==> src/rtl/prio_enc_pkg.sv <==
// Shared constants and width helpers for the pipelined priority encoder
// and its selector.
package prio_enc_pkg;

    localparam int CODE_NONE = 0;

    function automatic int clog2(input int value);
        int v;
        int r;
        v = value - 1;
        r = 0;
        while (v > 0) begin
            r = r + 1;
            v = v >> 1;
        end
        return r;
    endfunction

    // Code must represent 0 (none) plus indices 1..n.
    function automatic int code_width(input int n);
        return clog2(n + 1);
    endfunction

endpackage

==> src/rtl/prio_encoder_pipe_sel.sv <==
// prio_sel: combinational highest-set-index selector over a [N:1] vector.
// Produces the index (0 when empty) and the matching one-hot.
module prio_sel
    import prio_enc_pkg::*;
#(
    parameter int N = 4,
    localparam int W = code_width(N)
) (
    input  logic [N:1]   vec,
    output logic [W-1:0] idx,
    output logic [N:1]   sel_onehot
);

    logic [W-1:0] idx_s;
    logic [N:1]   oh_s;

    // Ascending scan lets the highest set bit overwrite lower ones.
    always_comb begin
        idx_s = W'(CODE_NONE);
        oh_s  = {N{1'b0}};
        for (int i = 1; i <= N; i++) begin
            idx_s = vec[i] ? W'(i) : idx_s;
        end
        for (int i = 1; i <= N; i++) begin
            oh_s[i] = (idx_s == W'(i));
        end
    end

    assign idx        = idx_s;
    assign sel_onehot = oh_s;

endmodule

==> src/rtl/prio_encoder_pipe.sv <==
// Registered N-input priority encoder with pending buffer and valid/ready output.
// Define PRIO_ENC_PIPE_RR_EN to switch from fixed to rotating priority.
module prio_encoder_pipe
    import prio_enc_pkg::*;
#(
    parameter int N = 4,
    localparam int W = code_width(N)
) (
    input  logic         clk,
    input  logic         reset_n,
    input  logic [N:1]   req,
    output logic         out_valid,
    input  logic         out_ready,
    output logic [W-1:0] code,
    output logic [N:1]   onehot,
    output logic [N:1]   pending,
    output logic         busy
);

    logic [N:1]   pending_r;
    logic         valid_r;
    logic [W-1:0] code_r;
    logic [N:1]   onehot_r;
    logic         busy_r;

    logic         slot_free_s;
    logic         load_s;
    logic [W-1:0] sel_code_s;
    logic [N:1]   sel_oh_s;
    logic [N:1]   load_mask_s;
    logic [N:1]   pending_nxt_s;
    logic         valid_nxt_s;
    logic [W-1:0] code_nxt_s;
    logic [N:1]   onehot_nxt_s;

`ifdef PRIO_ENC_PIPE_RR_EN
    logic [W-1:0] last_r;
    logic [N:1]   rr_mask_s;
    logic [N:1]   masked_s;
    logic [W-1:0] m_code_s;
    logic [N:1]   m_oh_s;
    logic [W-1:0] u_code_s;
    logic [N:1]   u_oh_s;

    // Indices strictly below the last loaded one are searched first.
    always_comb begin
        rr_mask_s = {N{1'b0}};
        for (int i = 1; i <= N; i++) begin
            rr_mask_s[i] = (W'(i) < last_r);
        end
    end

    assign masked_s = pending_r & rr_mask_s;

    prio_sel #(.N(N)) u_sel_masked (
        .vec        (masked_s),
        .idx        (m_code_s),
        .sel_onehot (m_oh_s)
    );

    prio_sel #(.N(N)) u_sel_full (
        .vec        (pending_r),
        .idx        (u_code_s),
        .sel_onehot (u_oh_s)
    );

    // Wrap to the unmasked search once nothing is left below the pointer.
    always_comb begin
        if (m_code_s != W'(CODE_NONE)) begin
            sel_code_s = m_code_s;
            sel_oh_s   = m_oh_s;
        end else begin
            sel_code_s = u_code_s;
            sel_oh_s   = u_oh_s;
        end
    end

    // Rotation pointer tracks the last index moved into the output slot.
    always_ff @(posedge clk or negedge reset_n) begin
        if (!reset_n) begin
            last_r <= W'(1);
        end else if (load_s) begin
            last_r <= sel_code_s;
        end else begin
            last_r <= last_r;
        end
    end
`else
    prio_sel #(.N(N)) u_sel (
        .vec        (pending_r),
        .idx        (sel_code_s),
        .sel_onehot (sel_oh_s)
    );
`endif

    assign slot_free_s = ~valid_r | out_ready;
    assign load_s      = slot_free_s & (|pending_r);
    assign load_mask_s = load_s ? sel_oh_s : {N{1'b0}};

    // A request arriving on the clearing edge re-arms the bit.
    assign pending_nxt_s = (pending_r & ~load_mask_s) | req;

    // Output slot: load on free slot, empty when nothing pending, else hold.
    always_comb begin
        valid_nxt_s  = valid_r;
        code_nxt_s   = code_r;
        onehot_nxt_s = onehot_r;
        if (slot_free_s) begin
            if (|pending_r) begin
                valid_nxt_s  = 1'b1;
                code_nxt_s   = sel_code_s;
                onehot_nxt_s = sel_oh_s;
            end else begin
                valid_nxt_s  = 1'b0;
                code_nxt_s   = W'(CODE_NONE);
                onehot_nxt_s = {N{1'b0}};
            end
        end else begin
            valid_nxt_s  = valid_r;
            code_nxt_s   = code_r;
            onehot_nxt_s = onehot_r;
        end
    end

    // State and output registers; busy is registered from next-state values.
    always_ff @(posedge clk or negedge reset_n) begin
        if (!reset_n) begin
            pending_r <= {N{1'b0}};
            valid_r   <= 1'b0;
            code_r    <= W'(CODE_NONE);
            onehot_r  <= {N{1'b0}};
            busy_r    <= 1'b0;
        end else begin
            pending_r <= pending_nxt_s;
            valid_r   <= valid_nxt_s;
            code_r    <= code_nxt_s;
            onehot_r  <= onehot_nxt_s;
            busy_r    <= valid_nxt_s | (|pending_nxt_s);
        end
    end

    assign out_valid = valid_r;
    assign code      = code_r;
    assign onehot    = onehot_r;
    assign pending   = pending_r;
    assign busy      = busy_r;

endmodule

==> config.mk <==
export PLATFORM = sky130hd
export DESIGN_NAME = prio_encoder_pipe
export DESIGN_NICKNAME = d
export VERILOG_FILES = /design/src/rtl/prio_enc_pkg.sv /design/src/rtl/prio_encoder_pipe_sel.sv /design/src/rtl/prio_encoder_pipe.sv
export SDC_FILE = /design/constraint.sdc
export NUM_CORES = 1
export LEC_CHECK = 0
export ABC_AREA = 1
export ABC_CLOCK_PERIOD_IN_PS = 1000
export CORE_MARGIN = 2
export CORE_UTILIZATION = 36
export CTS_CLUSTER_DIAMETER = 50
export CTS_CLUSTER_SIZE = 25
export DETAILED_ROUTE_END_ITERATION = 16
export PLACE_DENSITY = 0.82
export REMOVE_ABC_BUFFERS = 1
export SYNTH_ARGS = -nofsm -noshare
export SYNTH_HDL_FRONTEND = slang
export SYNTH_SLANG_ARGS = --single-unit
==> constraint.sdc <==
create_clock -name clk -period 1 [get_ports clk]
set_input_delay 0.1 -clock clk [delete_from_list [all_inputs] [get_ports clk]]
set_output_delay 0.1 -clock clk [all_outputs]
set_load 0.05 [all_outputs]
After elaboration in Yosys (flattened, before gate mapping). Index checks and enable logic that the tools add are counted.

Output and inout bits: 13. Bits of input ports: 7. Word-level logic and storage cells: 27. Register bits: 13.

Reduce and logical (&&, ||, !) cells: 2. Muxes and demuxes: 9. Eq/ne operators: 4. Bitwise gates (word level): 7.

Operators with widths (number): $mux 3 (4); $mux 4 (2); $reduce_or 4->1 (2); $eq 3x2->1 const B (2); $and 4x4->4 (1); $not 4->4 (1); $or 4x4->4 (1); $eq 3x1->1 const B (1); $eq 3x3->1 const B (1); $mux 1 (3); $or 1x1->1 (2); $and 1x1->1 (1); $not 1->1 (1).

Depth between registers and ports, before layout. Gate-level depths: netlist (run 1).

Depth in word-level cells: 11. Mapped depth: 7. Depth with buffers taken out: 7.

Modules after synthesis. From an unflattened synthesis (run 1), not the netlist that was laid out.

Cell total of the unflattened synthesis: 73. Area total of the unflattened synthesis: 636.9 sq um.

By module, submodules not included: prio_encoder_pipe (times used 1, cells each 61, area an instance 583.1 sq um, sequential area each 325.3 sq um); prio_sel (times used 1, cells each 12, area an instance 53.8 sq um, sequential area each 0.0 sq um).

Least setup slack after synthesis (run 1). Ideal clock, no wire load.

Kind: register to register. Start point: register pending_r (netlist bit pending[3]). End point: register busy_r (netlist: busy). Library setup time: 0.132 ns. Clock period less this slack: 1.408 ns. Data arrival time: 1.276 ns. Setup slack: -0.408 ns. Path buffers: 0. Required time: 0.868 ns. Cell stages (with the launch flop): 6. Path through: dfrtp_1 -> nor2_1 -> nor2_1 -> nand3_1 -> a21oi_1 -> nand3_1.

Word-level cells in the longest chain between the ends: 9. Elaborated cells on any way between the ends: 16. Those cells by class: eq/ne: 4; mux: 5; bitwise: 5; reduce/logical: 2.

Ends and longest elaborated chain: start, declared (RTL line prio_encoder_pipe.sv:20) `logic [N:1] pending_r;`; start signal, assigned (RTL line prio_encoder_pipe.sv:128) `pending_r <= {N{1'b0}};`; start signal, assigned (RTL line prio_encoder_pipe.sv:134) `pending_r <= pending_nxt_s;`; $mux 3 (2 in a row) (RTL line prio_encoder_pipe_sel.sv:22) `idx_s = vec[i] ? W'(i) : idx_s;`; $eq 3x1->1, or another cell as far along (RTL line prio_encoder_pipe_sel.sv:25) `oh_s[i] = (idx_s == W'(i));`; $mux 4 (RTL line prio_encoder_pipe.sv:98) `assign load_mask_s = load_s ? sel_oh_s : {N{1'b0}};`; $not 4->4 (RTL line prio_encoder_pipe.sv:101) `assign pending_nxt_s = (pending_r & ~load_mask_s) | req;`; $and 4x4->4 (RTL line prio_encoder_pipe.sv:101); $or 4x4->4 (RTL line prio_encoder_pipe.sv:101); $reduce_or 4->1 (RTL line prio_encoder_pipe.sv:138) `busy_r <= valid_nxt_s | (|pending_nxt_s);`; $or 1x1->1 (*) (RTL line prio_encoder_pipe.sv:138); end signal, assigned (RTL line prio_encoder_pipe.sv:138); end, declared (RTL line prio_encoder_pipe.sv:24) `logic busy_r;`.

Mark *: on every way between the ends. The rest lies on a longest branch, timed or not. A chain may end at the register's enable or synchronous reset.

Final worst setup path (run 1). Same ends and word-level chain as after synthesis.

==> results by group, run 1 <==
Run
  – Max-Cap Viols: 0

Timing
  – Hold Violations, Final: 0
  – Max Slew Vio Count: 0
  – RSZ-0062 raised after global routing: true
  – Final Skew: 0.00131 ns
  – Post-layout minimum cycle time: 1.25 ns
  – Max Clock Freq: 803 MHz
  – Slew HR: 82.7%
  – Fin worst setup slack: -0.246 ns
  – Slew @ Worst Pin: 0.259 ns
  – Final setup vio count: 16
  – Ratio of final minimum period to clock period: 125%

Critical path
  – Critical Path RT: 1.16 ns
  – Max stage delay on crit path: 0.47 ns
  – Flop-to-flop setup slack: -0.25 ns
  – Family with the most delay on the worst path: flip-flops
  – CP Launch Type: register
  – CP Buf/Inv Count: 0
  – Critical Path AT: 1.41 ns
  – Crit-path slowest cell: dfrtp_2
  – WS Path Type: reg2reg
  – Worst Path Max Fanout: 4
  – Worst-path cell chain: nor2_4 > nor2_2 > nand3_2 > a21oi_2 > nand3_1
  – Worst setup EP type: register

Routing
  – Vias per cell: 5.39
  – DR iter-0 viols: 39
  – Final ANT Viol Nets: 0
  – DR DRC count: 0
  – Detailed Route WL: 2.06 mm
  – Via Count: 615
  – Drt wl/cell: 18.0 µm
  – TritonRoute pass-1 iters: 4

Run status
  – Failing checks: negative setup slack
  – Status: complete, but fails checks

Global routing
  – Antenna violations before repair: 0
  – Largest net degree at the start of global routing: 14
  – Tot GR Track Use: 20.8%
  – First-pass GRT wire length: 2.68 mm
  – Grt total ovfl: 0
  – Vias in the first global route: 624

Final layout
  – Fin nets: 107
  – Multi-input gate area: 215 µm²
  – Final std cells w/o fill: 114
  – Ant diodes: 0
  – Fin area: 1120 µm²
  – FILL cells: 58
  – Area Overhead vs Synth: 119%
  – Ratio of cells with drive above 1 in the final layout: 56.6%
  – Reg area: 329 µm²

Synthesis
  – Area contributors post-synth: dfrtp_1, nand2_1, inv_1
  – Post-synthesis area per instance: 9.12 µm²
  – Synth cell types: 11
  – Synth top area share: 63.7%
  – #FFs+latches synth: 13
  – Sequential area share after synthesis: 63.7%
  – Synthesized instance count: 56
  – YS warnings: 0
  – Synth Cell Area: 510 µm²
  – Area leader, netlist: dfrtp_1

CTS
  – Clk_lat worst skew: 0.28 ns
  – Reg clk slew, reported paths: 0.08 ns
  – Clock buffers created by TritonCTS: 3
  – # clock sinks: 13
  – Htree depth: 1
  – CTS tree: yes
  – CTS root buffer: clkbuf_4
  – Clock Tree Buf Depth: 2

Placed design
  – Cells after DPL: 103
  – Placed inst area: 947 µm²
  – Post-DP HPWL: 1.01 mm
  – Number of port buffers: 19
  – Routability Congestion: 0.866

Floorplanning
  – Num rows: 13
  – # IOs: 20
  – Die ar.: 1740 µm²
  – CORE AREA: 1320 µm²
  – Die Width: 41.7 µm
  – Starting Density: 38.7%
  – Die height: 41.7 µm

Power
  – Max VDD drop: 0.933 mV
  – Total power draw: 0.00135 W
  – Pwr Density: 1200 nW/µm²
  – Leakage: 0.521 nW

Worst hold path
  – Worst Hold Class: in2async
-- worst reg2reg max path, stage by stage (launching register included) --
cell	delay, ns
dfrtp_2	0.47
nor2_4	0.07
nor2_2	0.15
nand3_2	0.13
a21oi_2	0.19
nand3_1	0.11
-- per-stage QoR --
| stage | TNS (ns) | setup WS, ns | hold slack (ns) | utilization, % |
|---|---|---|---|---|
| 2_1_floorplan | -2.41 | -0.408 | -0.196 | - |
| 3_3_place_gp | -1.75 | -0.254 | 0.415 | 71.9 |
| 3_5_place_dp | -2.23 | -0.338 | 0.418 | 71.9 |
| 4_1_cts | -0.935 | -0.156 | 0.112 | 78.6 |
| 5_1_grt | -2.29 | -0.307 | 0.138 | 84.9 |
| 6_report | -1.71 | -0.246 | 0.113 | 84.9 |
-- placed cells by master (no fill, tap or decap), types with 2 or more instances in the layout --
master           netlist  layout
dfrtp_1               13      10
nand3_1                3       2
inv_1                  7       4
nand4_1                2       2
nand2_4                0       2
nand2_1               16      12
o21ai_0                3       2
nor2_1                 5       2
buf_6                  0       7
clkdlybuf4s50_1        0       6
buf_12                 0      13
buf_4                  0      13
inv_2                  1       3
dfrtp_2                0       3
nor2_2                 0       2
a21oi_2                0       3
clkbuf_4               0       3
nand2_2                1       3
-- routing by layer --
metal	part of all wire, %	wire length, µm	vias to the layer above	global-route usage [%]
li1	-	-	260	-
met5	0	0	-	0
met1	41	852	296	24.6
met2	48	997	43	32.5
met3	6.0	124	16	4.35
met4	4.0	82	0	16.1
-- cell usage after synthesis, drive strengths merged --
cell,n
a21oi,4
dfrtp,13
inv,8
nand2,17
nand3,3
nand4,2
nor2,5
o21ai,3
o21bai,1
-- registers in the layout (all words and copies together), names as in the netlist --
signal,count
out_valid,1
pending,4
code,3
busy,1
onehot,4
-- timing repair --
item | in CTS | in global routing
resized for setup | 12 | 19
hold buffers | 0 | 0
setup endpoints to repair | 10 | 17
pin swaps | 2 | 8
setup buffers | 3 | 5
-- final cells by class --
class	count	share of cell area [%]
clock buffer	4	2.35
inverter	8	2.91
multi-input combinational	35	19.2
sequential	13	29.4
tap	15	1.68
timing repair buffer	39	44.4
-- power by group --
group | switching [W] | leakage [nW] | total, W | internal, W
Clock | 0.000186 | 0.0150 | 0.000341 | 0.000155
Sequential | 0.0000398 | 0.143 | 0.000596 | 0.000556
Combinational | 0.000207 | 0.363 | 0.000411 | 0.000203
-- final timing paths --
kind / startpoint / to / cells after the start
min reg2reg: onehot[4] / onehot[4] / 2
min in group clk: req[1] / pending[1] / 3
max reg2reg: pending[3] / busy / 5
max in group asynchronous: reset_n / pending[4] / 2
max: pending[3] / busy / 5
min: reset_n / pending[1] / 2
-- logic make-up (layout without fill, tap and decap cells) --
family	after synthesis	count (layout)	synth area share [%]
buffers and inverters	8	51	5.88
flip-flops	13	13	63.7
AO/OA/AOI/OAI	8	8	8.33
AND/OR/NAND/NOR	27	27	22.1
Note: power is estimated with default switching activity, not from simulation.
==> inputs of run 2 (changes only) <==
HOLD_SLACK_MARGIN = 0.15   (was default)
==> results by group, run 2 (synthesis gave the netlist of run 1 again) <==
CTS
  – CTS tree: yes
  – Clk_lat worst skew: 0.29 ns (about the same)
  – Reg clk slew, reported paths: 0.09 ns (about the same)
  – Clock buffers created by TritonCTS: 3 (unchanged)
  – # clock sinks: 13 (unchanged)
  – CTS root buffer: clkbuf_4
  – Htree depth: 1 (unchanged)
  – Clock Tree Buf Depth: 2 (unchanged)

Run
  – Max-Cap Viols: 0 (unchanged)

Timing
  – Post-layout minimum cycle time: 1.31 ns (+0.0591 ns)
  – Slew HR: 84.1% (+1.4 points)
  – Ratio of final minimum period to clock period: 131% (+5.9 points)
  – Hold slack: 0.440 ns (+0.328 ns)
  – Final Skew: 0.00242 ns (+0.00111 ns)
  – Hold Violations, Final: 0 (unchanged)
  – Fin worst setup slack: -0.305 ns (-0.0591 ns)
  – RSZ-0062 raised after global routing: true
  – Max Clock Freq: 766 MHz (-4.5%)
  – Slew @ Worst Pin: 0.236 ns (-0.0232 ns)
  – Final setup vio count: 16 (unchanged)
  – Max Slew Vio Count: 0 (unchanged)

Floorplanning
  – CORE AREA: 1320 µm² (unchanged)
  – Num rows: 13 (unchanged)
  – Die height: 41.7 µm (unchanged)
  – # IOs: 20 (unchanged)
  – Die Width: 41.7 µm (unchanged)
  – Die ar.: 1740 µm² (unchanged)
  – Starting Density: 38.7% (unchanged)

Critical path
  – Reg-to-reg endpoint: busy
  – WS Path Type: reg2reg
  – Launch point of the worst reg-to-reg path: pending[1]
  – Critical Path RT: 1.17 ns (about the same)
  – CP Launch Type: register
  – Flop-to-flop setup slack: -0.31 ns (-0.06 ns)
  – Worst setup EP type: register
  – Critical Path AT: 1.47 ns (+0.06 ns)
  – Worst setup path start: pending[1]
  – Worst Path Max Fanout: 3 (-1)
  – Critical Path Sink: busy
  – R2R depth: 5 (unchanged)

Routing
  – Detailed Route WL: 2.24 mm (+9.1%)
  – TritonRoute pass-1 iters: 4 (unchanged)
  – Via Count: 629 (+2.3%)
  – DR DRC count: 0 (unchanged)
  – DR iter-0 viols: 19 (-51%)
  – Vias per cell: 5.38 (-0.35%)
  – Drt wl/cell: 19.2 µm (+6.3%)
  – Final ANT Viol Nets: 0 (unchanged)

Run status
  – Status: complete, but fails checks
  – Failing checks: negative setup slack

Global routing
  – First-pass GRT wire length: 2.97 mm (+11%)
  – Vias in the first global route: 636 (+1.9%)
  – Tot GR Track Use: 23.4% (+2.6 points)
  – Antenna violations before repair: 0 (unchanged)
  – Grt total ovfl: 0 (unchanged)
  – Largest net degree at the start of global routing: 14 (unchanged)

Final layout
  – Ratio of cells with drive above 1 in the final layout: 57.8% (+1.3 points)
  – Fin nets: 110 (+2.8%)
  – Ant diodes: 0 (unchanged)
  – Area Overhead vs Synth: 128%
  – Most frequent cells in the layout: buf_12, nand2_1, buf_6
  – Leading cell type in the layout, fill and taps excluded: buf_12
  – Fin area: 1170 µm² (+4.3%)

Placed design
  – Number of port buffers: 19 (unchanged)
  – Routability Congestion: 0.866 (unchanged)
  – Place WS: -0.338 ns (unchanged)
  – Post-DP HPWL: 1.01 mm (unchanged)
  – Placed inst area: 947 µm² (unchanged)

Worst hold path
  – Worst Hold Class: in2reg

Power
  – Pwr Density: 1190 nW/µm² (-1.6%)
  – Leakage: 0.542 nW (+4.0%)
  – Max VDD drop: 1.30 mV (+39%)
run 2: cell count changes in the layout (fill, tap and decap cells not counted), sizes merged:
cell	before	now
dlygate4sd3	0	1
buf	33	35
run 2: layout make-up:
cell class                      count  area [µm²]
Timing Repair Buffer               42         541
Sequential cell                    13         329
Multi-Input combinational cell     35         219
Fill cell                          55         151
Inverter                            8        32.5
Clock buffer                        4        26.3
Tap cell                           15        18.8
run 2: critical path: stages, from the launching register on:
cell     delay, ns
dfrtp_1       0.45
buf_6         0.15
a21oi_4       0.17
nand3_2       0.12
a21oi_2       0.19
nand3_1       0.10
run 2: routing by layer:
layer	vias up	global-route usage, %	routed length, µm
met5	-	0	0
li1	270	-	-
met2	38	38.1	1090
met3	16	4.35	122
met1	305	26.7	891
met4	0	18.1	138
run 2: worst min path at each step:
stage                 start          to  slack, ns  depth (start not counted)
floorplan           reset_n        busy      -0.20                          0
global placement    reset_n  pending[1]       0.41                          2
detailed placement  reset_n  pending[1]       0.42                          2
CTS                  req[2]  pending[2]       0.40                          3
global route         req[2]  pending[2]       0.44                          3
finish               req[3]  pending[3]       0.44                          2
run 2: power breakdown:
| group | switching (W) | total, W | internal (W) | leakage, nW |
|---|---|---|---|---|
| Combinational | 0.000213 | 0.000428 | 0.000215 | 0.384 |
| Sequential | 0.0000414 | 0.000597 | 0.000556 | 0.143 |
| Clock | 0.000201 | 0.000356 | 0.000155 | 0.0150 |
| Total | 0.000455 | 0.00138 | 0.000927 | 0.542 |
run 2: what timing repair did:
item	in CTS	in global routing
gates resized for setup	12	27
pin swaps	2	7
setup buffers	3	11
endpoints found under the setup margin	10	17
hold buffers	1	0
hold endpoints to repair	13	0
run 2: stage by stage:
| step | TNS (ns) | instances | total power, W | utilization (%) |
|---|---|---|---|---|
| finish | -2.24 | 117 | 0.00138 | 88.5 |
| global route | -2.78 | 117 | 0.00143 | 88.5 |
| CTS | -0.935 | 111 | 0.00130 | 79.4 |
| detailed placement | -2.23 | 103 | 0.000952 | 71.9 |
| global placement | -1.75 | 103 | 0.000944 | 71.9 |
| floorplan | -2.41 | 56 | 0.000733 | - |
==> inputs of run 3 (changes only) <==
GPL_TIMING_DRIVEN = 0   (was default)
==> results by group, run 3 (synthesis gave the netlist of run 1 again) <==
Placed design
  – Place WS: -0.362 ns (-0.0240 ns)
  – Routability Congestion: 0.770 (-11%)
  – Post-DP HPWL: 754 µm (-26%)
  – Cells after DPL: 90 (-13%)
  – Number of port buffers: 19 (unchanged)

Floorplanning
  – Die ar.: 1740 µm² (unchanged)
  – Num rows: 13 (unchanged)
  – Starting Density: 38.7% (unchanged)
  – CORE AREA: 1320 µm² (unchanged)
  – # IOs: 20 (unchanged)
  – Die Width: 41.7 µm (unchanged)
  – Die height: 41.7 µm (unchanged)

Final layout
  – FILL cells: 106 (+93%)
  – Area Overhead vs Synth: 72.5%
  – Fin nets: 99 (-10%)
  – Leading cell type in the layout, fill and taps excluded: buf_4
  – Ratio of cells with drive above 1 in the final layout: 50.5% (-7.3 points)
  – Final std cells w/o fill: 106 (-9.4%)
  – Most frequent cells in the layout: buf_4, nand2_1, dfrtp_1
  – Ant diodes: 0 (unchanged)

Run status
  – Failing checks: negative setup slack
  – Status: complete, but fails checks

Critical path
  – Worst Path Max Fanout: 5 (+2)
  – Critical Path AT: 1.35 ns (-0.12 ns)
  – CP Launch Type: register
  – Critical Path RT: 1.15 ns (-0.02 ns)
  – WS Path Type: reg2reg
  – Worst setup EP type: register

Routing
  – TritonRoute pass-1 iters: 4 (unchanged)
  – Final ANT Viol Nets: 0 (unchanged)
  – Drt wl/cell: 14.3 µm (-26%)
  – DR DRC count: 0 (unchanged)
  – DR iter-0 viols: 13 (-6)
  – Detailed Route WL: 1.51 mm (-33%)
  – Via Count: 524 (-17%)
  – Vias per cell: 4.94 (-8.0%)

Timing
  – Slew @ Worst Pin: 0.594 ns (+0.358 ns)
  – Post-layout minimum cycle time: 1.19 ns (-0.111 ns)
  – Max Clock Freq: 838 MHz (+9.3%)
  – Setup_tns: -0.676 ns (+1.56 ns)
  – RSZ-0062 raised after global routing: true
  – Hold Violations, Final: 0 (unchanged)
  – Max Slew Vio Count: 0 (unchanged)
  – Final Skew: 0.00359 ns (+0.00117 ns)
  – Slew HR: 60.2% (-24 points)
  – Ratio of final minimum period to clock period: 119% (-11 points)
  – Fin worst setup slack: -0.194 ns (+0.111 ns)
  – Final setup vio count: 10 (-6)

CTS
  – CTS root buffer: clkbuf_4
  – Clock Tree Buf Depth: 2 (unchanged)
  – Htree depth: 1 (unchanged)
  – # clock sinks: 13 (unchanged)
  – CTS tree: yes
  – Clk_lat worst skew: 0.27 ns (-0.02 ns)
  – Clock buffers created by TritonCTS: 3 (unchanged)
  – Reg clk slew, reported paths: 0.08 ns (about the same)

Power
  – Switching power: 0.000390 W (-14%)
  – Sequential share of power: 48.3% (+5.1 points)
  – Leakage: 0.418 nW (-23%)
  – Pwr Density: 1370 nW/µm² (+16%)
  – Clock group share of total power: 27.3% (+1.5 points)
  – Sw frac: 32.3% (-0.66 points)
  – Max VDD drop: 0.776 mV (-40%)
  – Pint: 0.000818 W (-12%)
  – Comb pwr share: 24.4% (-6.6 points)

Global routing
  – Grt total ovfl: 0 (unchanged)
  – Tot GR Track Use: 15.7% (-7.7 points)
  – Largest net degree at the start of global routing: 14 (unchanged)
  – First-pass GRT wire length: 2.07 mm (-30%)
  – Vias in the first global route: 506 (-20%)
  – Antenna violations before repair: 0 (unchanged)

Run
  – Max-Cap Viols: 0 (unchanged)

Worst hold path
  – Worst Hold Class: in2async
## run 3: cell types whose count changed in the layout (fill, tap and decap cells not counted), sizes merged
cell and change:
buf -11, dlygate4sd3 -1, nand2 +1
## run 3: layout make-up
cell class | count | area [µm²] | area share, %
sequential | 13 | 330 | 37.5
tap | 15 | 18.8 | 2.13
inverter | 8 | 32.5 | 3.69
clock buffer | 4 | 26.3 | 2.98
multi-input combinational | 36 | 205 | 23.3
timing repair buffer | 30 | 268 | 30.4
## run 3: repair_timing
action | in CTS | in global routing
pin swaps | 3 | 1
gates cloned | 0 | 1
hold buffers | 0 | 0
gates resized for setup | 87 | 25
setup endpoints to repair | 17 | 19
setup buffers | 5 | 6
## run 3: routing by layer
layer | global-route usage [%] | part of all wire, %
met5 | 0 | 0
met4 | 11.6 | 2.0
met3 | 3.91 | 5.9
met2 | 25.6 | 54
met1 | 17.6 | 38
## run 3: worst paths after layout
check / start / end / slack [ns] / cells past startpoint
max: out_valid / busy / -0.19 / 5
min: reset_n / pending[1] / 0.19 / 1
max reg2reg: out_valid / busy / -0.19 / 5
min reg2reg: code[2] / code[2] / 0.48 / 2
max in group asynchronous: reset_n / pending[4] / 0.38 / 1
min in group clk: req[4] / pending[4] / 0.42 / 3
## run 3: critical path: stages (launching register included)
cell and delay, ns:
dfrtp_1 0.44, nand2_4 0.14, buf_6 0.12, nand3_2 0.09, a21oi_2 0.19, nand3_1 0.11
## run 3: power by group through the flow
stage / clock network [W] / logic (W) / registers [W]
final: 0.000330 / 0.000295 / 0.000583
after global routing: 0.000362 / 0.000314 / 0.000588
after CTS: 0.000330 / 0.000247 / 0.000580
after detailed placement: 0 / 0.000252 / 0.000585
after global placement: 0 / 0.000249 / 0.000584
after floorplan: 0 / 0.0000444 / 0.000688
## run 3: metrics by stage
stage / area (µm²) / hold slack [ns] / total power [W] / utilization [%]
6_report: 881 / 0.194 / 0.00121 / 66.9
5_1_grt: 881 / 0.237 / 0.00126 / 66.9
4_1_cts: 778 / 0.204 / 0.00116 / 59.1
3_5_place_dp: 719 / 0.461 / 0.000837 / 54.6
3_3_place_gp: 719 / 0.455 / 0.000833 / 54.6
2_1_floorplan: 510 / -0.196 / 0.000733 / -
